--- config.mk ---
export PLATFORM = sky130hd
export DESIGN_NAME = dual_issue_scheduler
export DESIGN_NICKNAME = d
export VERILOG_FILES = /design/src/rtl/dual_issue_scheduler.sv
export SDC_FILE = /design/constraint.sdc
export NUM_CORES = 1
export LEC_CHECK = 0
export CAP_MARGIN = 20
export CORE_MARGIN = 10
export CORE_UTILIZATION = 25
export DETAILED_ROUTE_END_ITERATION = 10
export PLACE_DENSITY = 0.47
export SKIP_CTS_REPAIR_TIMING = 1
export SYNTH_ARGS = -nofsm -noshare
export SYNTH_HDL_FRONTEND = slang
export SYNTH_SLANG_ARGS = --single-unit
--- constraint.sdc ---
create_clock -name clk -period 13.14 [get_ports clk]
set_clock_uncertainty 0.1 [all_clocks]
set_input_delay 1.314 -clock clk [delete_from_list [all_inputs] [get_ports clk]]
set_output_delay 1.314 -clock clk [all_outputs]
set_load 0.1 [all_outputs]
--- src/rtl/dual_issue_scheduler.sv ---
// In-order dual-issue scheduler: queues fetch pairs and issues up to two
// instructions per cycle, holding back any that hit RAW/WAW hazards.
module dual_issue_scheduler #(
  parameter int HIST_DEPTH = 3,
  parameter int QDEPTH     = 4,
  parameter bit DUAL_EN    = 1'b1
) (
  input  logic                         clk,
  input  logic                         rst,
  input  logic                         in_valid,
  output logic                         in_ready,
  input  logic [15:0]                  instr0_in,
  input  logic [15:0]                  instr1_in,
  input  logic                         flush,
  output logic [15:0]                  issue0,
  output logic [15:0]                  issue1,
  output logic                         stall,
  output logic [$clog2(QDEPTH+1)-1:0]  q_count
);

  localparam int CW = $clog2(QDEPTH+1);
  localparam int PW = $clog2(QDEPTH);

  function automatic logic is_nop(input logic [15:0] i);
    return i[15:12] == 4'h0;
  endfunction

  // rs2 is a source only for the register-register form (bit 11 clear).
  function automatic logic reads(input logic [15:0] i, input logic [2:0] r);
    return !is_nop(i) && ((i[7:5] == r) || (!i[11] && (i[4:2] == r)));
  endfunction

  function automatic logic [PW-1:0] ptr_add(input logic [PW-1:0] p, input int n);
    int s;
    s = int'(p) + n;
    if (s >= QDEPTH) s = s - QDEPTH;
    return PW'(s);
  endfunction

  logic [15:0]                     q [QDEPTH];
  logic [PW-1:0]                   head;
  logic [CW-1:0]                   count;
  logic [HIST_DEPTH-1:0][1:0]      hist_v;
  logic [HIST_DEPTH-1:0][1:0][2:0] hist_rd;

  logic [15:0]   h0, h1;
  logic          h0_haz, h1_haz;
  logic          iss0, iss1, stall_next;
  logic          accept, n0, n1;
  logic [1:0]    n_enq, deq;
  logic [15:0]   first;
  logic [PW-1:0] tail;

  assign in_ready = (count <= CW'(QDEPTH-2));
  assign q_count  = count;

  // NOTE: every always_comb output gets a default first so no path infers a latch.
  always_comb begin
    h0     = q[head];
    h1     = q[ptr_add(head, 1)];
    h0_haz = 1'b0;
    h1_haz = 1'b0;
    for (int s = 0; s < HIST_DEPTH; s++) begin
      for (int k = 0; k < 2; k++) begin
        if (hist_v[s][k]) begin
          h0_haz = h0_haz | reads(h0, hist_rd[s][k]);
          h1_haz = h1_haz | reads(h1, hist_rd[s][k]);
        end
      end
    end

    // Flush wins over dequeue: nothing issues on a flush edge.
    iss0 = !flush && (count != '0) && !h0_haz;
    iss1 = DUAL_EN && iss0 && (count >= CW'(2)) && !h1_haz
           && !reads(h1, h0[10:8]) && (h1[10:8] != h0[10:8]);
    stall_next = !flush && (count != '0) && h0_haz;
    deq = {1'b0, iss0} + {1'b0, iss1};

    accept = in_valid && in_ready && !flush;
    n0     = !is_nop(instr0_in);
    n1     = !is_nop(instr1_in);
    n_enq  = accept ? ({1'b0, n0} + {1'b0, n1}) : 2'd0;
    first  = n0 ? instr0_in : instr1_in;
    tail   = ptr_add(head, int'(count));
  end

  // NOTE: queue storage carries no reset; occupancy is tracked by head/count alone.
  always_ff @(posedge clk) begin
    if (n_enq != 2'd0) q[tail] <= first;
    if (n_enq == 2'd2) q[ptr_add(tail, 1)] <= instr1_in;
  end

  // NOTE: sequential state uses non-blocking assignments so every register samples pre-edge values.
  always_ff @(posedge clk or posedge rst) begin
    if (rst) begin
      head    <= '0;
      count   <= '0;
      issue0  <= 16'h0;
      issue1  <= 16'h0;
      stall   <= 1'b0;
      hist_v  <= '0;
      hist_rd <= '0;
    end else begin
      for (int s = HIST_DEPTH-1; s > 0; s--) begin
        hist_v[s]  <= hist_v[s-1];
        hist_rd[s] <= hist_rd[s-1];
      end
      hist_v[0]     <= {iss1, iss0};
      hist_rd[0][0] <= h0[10:8];
      hist_rd[0][1] <= h1[10:8];

      issue0 <= iss0 ? h0 : 16'h0;
      issue1 <= iss1 ? h1 : 16'h0;
      stall  <= stall_next;
      if (flush) begin
        count <= '0;
      end else begin
        count <= count + CW'(n_enq) - CW'(deq);
        head  <= ptr_add(head, int'(deq));
      end
    end
  end

endmodule

Yosys cells after proc, flatten, opt, wreduce, memory -nomap -nowiden --
Memory sizes are Yosys's and may differ from the RTL's. Index checks and enable logic that the tools add are counted.
Word-level totals: memory bits (writable) 64, output and inout port bits 37, bits in registers 62, logic and storage cells 161, bits of input ports 36, memories kept 1
Cells by class: equality and inequality tests 28, reductions and logical operators 64, multiplexer cells 26, $lt $le $gt $ge 6, bitwise operators 10, $add $sub $neg 12
Memory list:
- q | depth 4, bits a word 16, rd ports 2, clocked after memory_dff 0, write ports 2, line 40 | logic [15:0] q [QDEPTH];
Operator list (count):
- equality test 3 bit | 26
- two-way mux 16 bit | 3
- logical AND 1 bit | 35
- logical NOT 4 bit | 4
- two-way mux 1 bit | 16
- logical OR 1 bit | 13
- two-way mux 2 bit | 6
- logical NOT 1 bit | 10
- OR 1 bit | 10
- greater-or-equal comparator 3 bit, second input constant | 3
- subtractor 2 x 1 -> 2 bit, second input constant | 4
- adder 2 x 1 -> 3 bit, second input constant | 2
- adder 1 x 1 -> 2 bit | 2
- adder 2 x 3 -> 4 bit | 1
- greater-or-equal comparator 4 x 3 -> 1 bit, second input constant | 1
- adder 2 x 2 -> 3 bit | 1
- adder 3 x 2 -> 3 bit | 1
- greater-or-equal comparator 3 x 2 -> 1 bit, second input constant | 1
- less-or-equal comparator 3 x 2 -> 1 bit, second input constant | 1
- two-way mux 3 bit | 1
- != test 3 bit | 1
- nonzero test 3 bit | 1
- subtractor 3 x 2 -> 3 bit | 1
- equality test 2 bit, second input constant | 1
- nonzero test 2 bit | 1

Logic depth before layout (Yosys ltp) --
An unclocked memory read counts as a cell.
word-level depth 27, gate-level depth with buffers 19, gate-level depth less buffers 15

Least setup slack after synthesis --
OpenSTA, ideal clock, no wires.
kind reg2reg, start point register count[1], in the netlist q_count[1], end point memory q[3][10], data pin, arrival 4044 ps, required time 12780 ps, stages on the path, launching flop included 9, slack 8737 ps, cell sequence dfrtp_1 a21oi_1 and3b_1 nand2_1 nor3_1 nand2_1 nand2_1 buf_2 mux2_2
RTL lines:
- start, declared | line 42 | logic [CW-1:0] count;
- start signal, assigned | line 118 | count <= count + CW'(n_enq) - CW'(deq);
- end, declared | line 40

Worst setup path in the final report --
start point register head[1], end point register count[2], in the netlist q_count[2]
On the way: cells in the longest elaborated chain, start to end 26
RTL lines:
- start, declared | line 41 | logic [PW-1:0] head;
- start signal, assigned | line 119 | head <= ptr_add(head, int'(deq));
- adder 2 x 1 -> 3 bit | line 35 | s = int'(p) + n;
- greater-or-equal comparator 3 bit / subtractor 2 x 1 -> 2 bit (equally long branches) | line 36 | if (s >= QDEPTH) s = s - QDEPTH;
- two-way mux 2 bit | line 36
- memory read (4 x 16 bit) *
- equality test 3 bit / logical NOT 1 bit (equally long branches) | line 30 | return !is_nop(i) && ((i[7:5] == r) || (!i[11] && (i[4:2] == r)));
- logical AND 1 bit | line 30
- logical OR 1 bit | line 30
- logical AND 1 bit | line 30
- [... 11 more ...]
- logical NOT 1 bit | line 74 | iss1 = DUAL_EN && iss0 && (count >= CW'(2)) && !h1_haz
- logical AND 1 bit | line 74
- logical AND 1 bit | line 75 | && !reads(h1, h0[10:8]) && (h1[10:8] != h0[10:8]);
- logical AND 1 bit * | line 75
- via iss1 | line 48 | logic iss0, iss1, stall_next;
- adder 1 x 1 -> 2 bit * | line 77 | deq = {1'b0, iss0} + {1'b0, iss1};
- subtractor 3 x 2 -> 3 bit * | line 118
- two-way mux 3 bit * | line 115 | if (flush) begin
The timed path passes the listed nets; every way through them passes the cells marked *. A chain may end at the register's enable or synchronous reset.

==> impl_metrics.env <==
export IMPL_r2r_end="q_count[2]$_DFF_PP0_"
export IMPL_core_area_mm2=0.0272
export IMPL_synthArstFlopShare_pct=49.2
export IMPL_ios=73
export IMPL_ant_nets=0
export IMPL_fin_crit_ns=4.86
export IMPL_antennaDiodeCount=0
export IMPL_wire_per_inst_um=19.1
export IMPL_hp_class="register to register"
export IMPL_gp_congestion=0.821
export IMPL_dieArea_mm2=0.0349
export IMPL_dominantRegCellSynth="edfxtp_1"
export IMPL_totalWireLength_um=18400
export IMPL_vias=4443
export IMPL_grtUsageTotal_pct=10.7
export IMPL_drt_iter0_markers=245
export IMPL_holdPathStages=0
export IMPL_finalNetCount=622
export IMPL_synth_edf_count=64
export IMPL_setup_worst_path_start="head[1]$_DFFE_PP0N_"
export IMPL_synth_warnings=0
export IMPL_ys_seq_area_share_pct=50.0
export IMPL_synth_area_per_cell_um2=13.5
export IMPL_cts_tree="yes"
export IMPL_areaGrowthSynthToFinish_pct=23.3
export IMPL_syn_inst=516
export IMPL_relSlewSlack_pct=30.8
export IMPL_pre_cts_ws_ns=8.27
export IMPL_synth_seq_cells=126
export IMPL_final_setup_tns_ns=0
export IMPL_antenna_found_initial=1
export IMPL_rsz0062_at_grt="no"
export IMPL_drc=0
export IMPL_fp_dieW_um=187
export IMPL_final_layout_size_suffix_gt1_share_pct=22.2
export IMPL_dp_hpwl_um=13200
export IMPL_rrSetupSlack_ns=8.28
export IMPL_holdPathEnd="hist_v[5]$_DFF_PP0_"
export IMPL_clkTransAtPathRegs_ns=0.06
export IMPL_status="finished clean"
export IMPL_grt_max_degree=63
export IMPL_path_max_fanout=40
export IMPL_hold_path_startpoint="hist_v[3]$_DFF_PP0_"
export IMPL_cp_required_ns=13.34
export IMPL_cp_start_kind="register"
export IMPL_fp_row_count=60
export IMPL_overflow=0
export IMPL_grt_first_pass_wirelength_um=29200
export IMPL_start_util_pct=25.6
export IMPL_setup_viol_count_final=0
export IMPL_synth_cell_types=55
export IMPL_cts_buffer_depth=2
export IMPL_dr_pass1_iters=7
export IMPL_hold_viol=0
export IMPL_worst_slack_ns=8.28
export IMPL_drt_vias_per_instance=4.61
export IMPL_drv_cap=0
export IMPL_arrival_ns=5.06
export IMPL_clock_latency_ns=0.43
export IMPL_crit_type="register to register"
export IMPL_slew_viol_final=0
export IMPL_io_buffers=72
export IMPL_first_global_vias=4726
export IMPL_chipHeight_um=187
export IMPL_syn_num_nets=560
export IMPL_period_share_pct=37.0
export IMPL_h_tree_depth=4
export IMPL_tightestPinTransition_ns=1.01
export IMPL_cp_end_kind="register"
export IMPL_clock_sinks=126
export IMPL_fmax_mhz=206
export IMPL_cts_buffers_inserted=17
export IMPL_r2r_start="head[1]$_DFFE_PP0N_"
export IMPL_syn_area_mm2=0.00695
export IMPL_cts_root_buf="clkbuf_16"
export IMPL_r2r_cells=17
flip-flops by register name (all words and copies together) (netlist names):
signal and flops:
hist_rd 18, q 64, issue0 16, stall 1, issue1 16, hist_v 6
q_count 3, head 2
Yosys cell counts (all sizes together), types with 11 or more instances:
library cell | instances | share of area (%)
a22o | 16 | 2.0
buf | 31 | 3.3
dfrtp | 62 | 22
edfxtp | 64 | 28
mux2 | 55 | 8.9
mux2i | 12 | 1.7
mux4 | 22 | 7.1
nand2 | 22 | 1.2
nor2 | 30 | 1.6
nor3b | 17 | 1.9
nor4b | 15 | 2.6
o21ai | 11 | 0.79
xnor2 | 35 | 4.4
xor2 | 37 | 4.7
worst max path at each step:
| stage | endpoint | slack (ns) | cells after the start |
|---|---|---|---|
| CTS | q_count[2]$_DFF_PP0_ | 8.25 | 17 |
| finish | q_count[2]$_DFF_PP0_ | 8.28 | 17 |
| detailed placement | q_count[2]$_DFF_PP0_ | 8.27 | 17 |
| floorplan | q[3][10]$_DFFE_PP_ | 8.74 | 8 |
| global placement | q_count[2]$_DFF_PP0_ | 8.30 | 17 |
| global route | q_count[2]$_DFF_PP0_ | 7.89 | 17 |
per-layer routing:
layer | share of wire (%) | wire (um) | track usage [%] | up-vias
met4 | 0.74 | 136 | 3.16 | 0
met3 | 5.1 | 941 | 3.18 | 6
met1 | 47 | 8750 | 14.1 | 2286
li1 | - | - | - | 2050
met2 | 47 | 8610 | 16.5 | 101
met5 | 0 | 0 | 0 | -
worst max-delay path, stage by stage, from the launching register on:
cell and delay [ns]:
dfrtp_1 0.32, buf_4 0.47, mux2i_1 0.20, mux2i_1 0.82
nor4_1 0.14, o21ai_0 0.27, and4_1 0.28, a31oi_4 0.09
buf_4 0.29, nor3_1 0.30, ha_1 0.31, ha_1 0.28
inv_1 0.05, ha_1 0.13, inv_1 0.05, fa_1 0.37
xnor2_1 0.16, nor2_1 0.05
through the flow:
step | hold slack, ns | instance area (um2) | cells | utilization [%]
2_1_floorplan | 0.262 | 6950 | 516 | -
3_3_place_gp | 0.315 | 7940 | 929 | 29.2
3_5_place_dp | 0.328 | 7940 | 929 | 29.2
4_1_cts | 0.342 | 8540 | 961 | 31.4
5_1_grt | 0.353 | 8570 | 963 | 31.5
6_report | 0.339 | 8570 | 963 | 31.5
cells in the final DEF, fill, tap and decap left out, types with 8 or more instances in the layout:
cell type | netlist | final
a22o_1 | 16 | 16
and2_1 | 8 | 8
clkbuf_16 | 0 | 17
clkdlybuf4s50_1 | 0 | 72
dfrtp_1 | 62 | 61
edfxtp_1 | 64 | 64
mux2_2 | 55 | 55
mux2i_1 | 12 | 12
mux4_2 | 22 | 22
nand2_1 | 22 | 22
nor2_1 | 30 | 26
nor3b_1 | 16 | 16
nor4b_2 | 8 | 8
o21ai_0 | 8 | 8
xnor2_1 | 35 | 35
xor2_1 | 37 | 37
final cells by class:
cell class	instances	area, um2
Clock inverter	14	174
Inverter	4	15.0
Multi-Input combinational cell	351	3230
Clock buffer	18	429
Timing Repair Buffer	78	781
Sequential cell	126	3470
Tap cell	372	465
Fill cell	2753	18600
kinds of logic (layout without fill, tap and decap cells):
kind of cell             count (synthesis)  after routing  share of synthesized area [%]
flip-flops                             126            126                           50.0
AO/OA/AOI/OAI                           57             57                           6.79
AND/OR/NAND/NOR                        125            125                           11.1
buffers and inverters                   39            114                           3.69
adder cells (fa/ha/maj)                  8              8                           1.66
multiplexers                            89             89                           17.8
XOR/XNOR                                72             72                           9.07
Power is not shown: default switching activity piles up to over one toggle a cycle in this logic, so the estimate is an artifact.
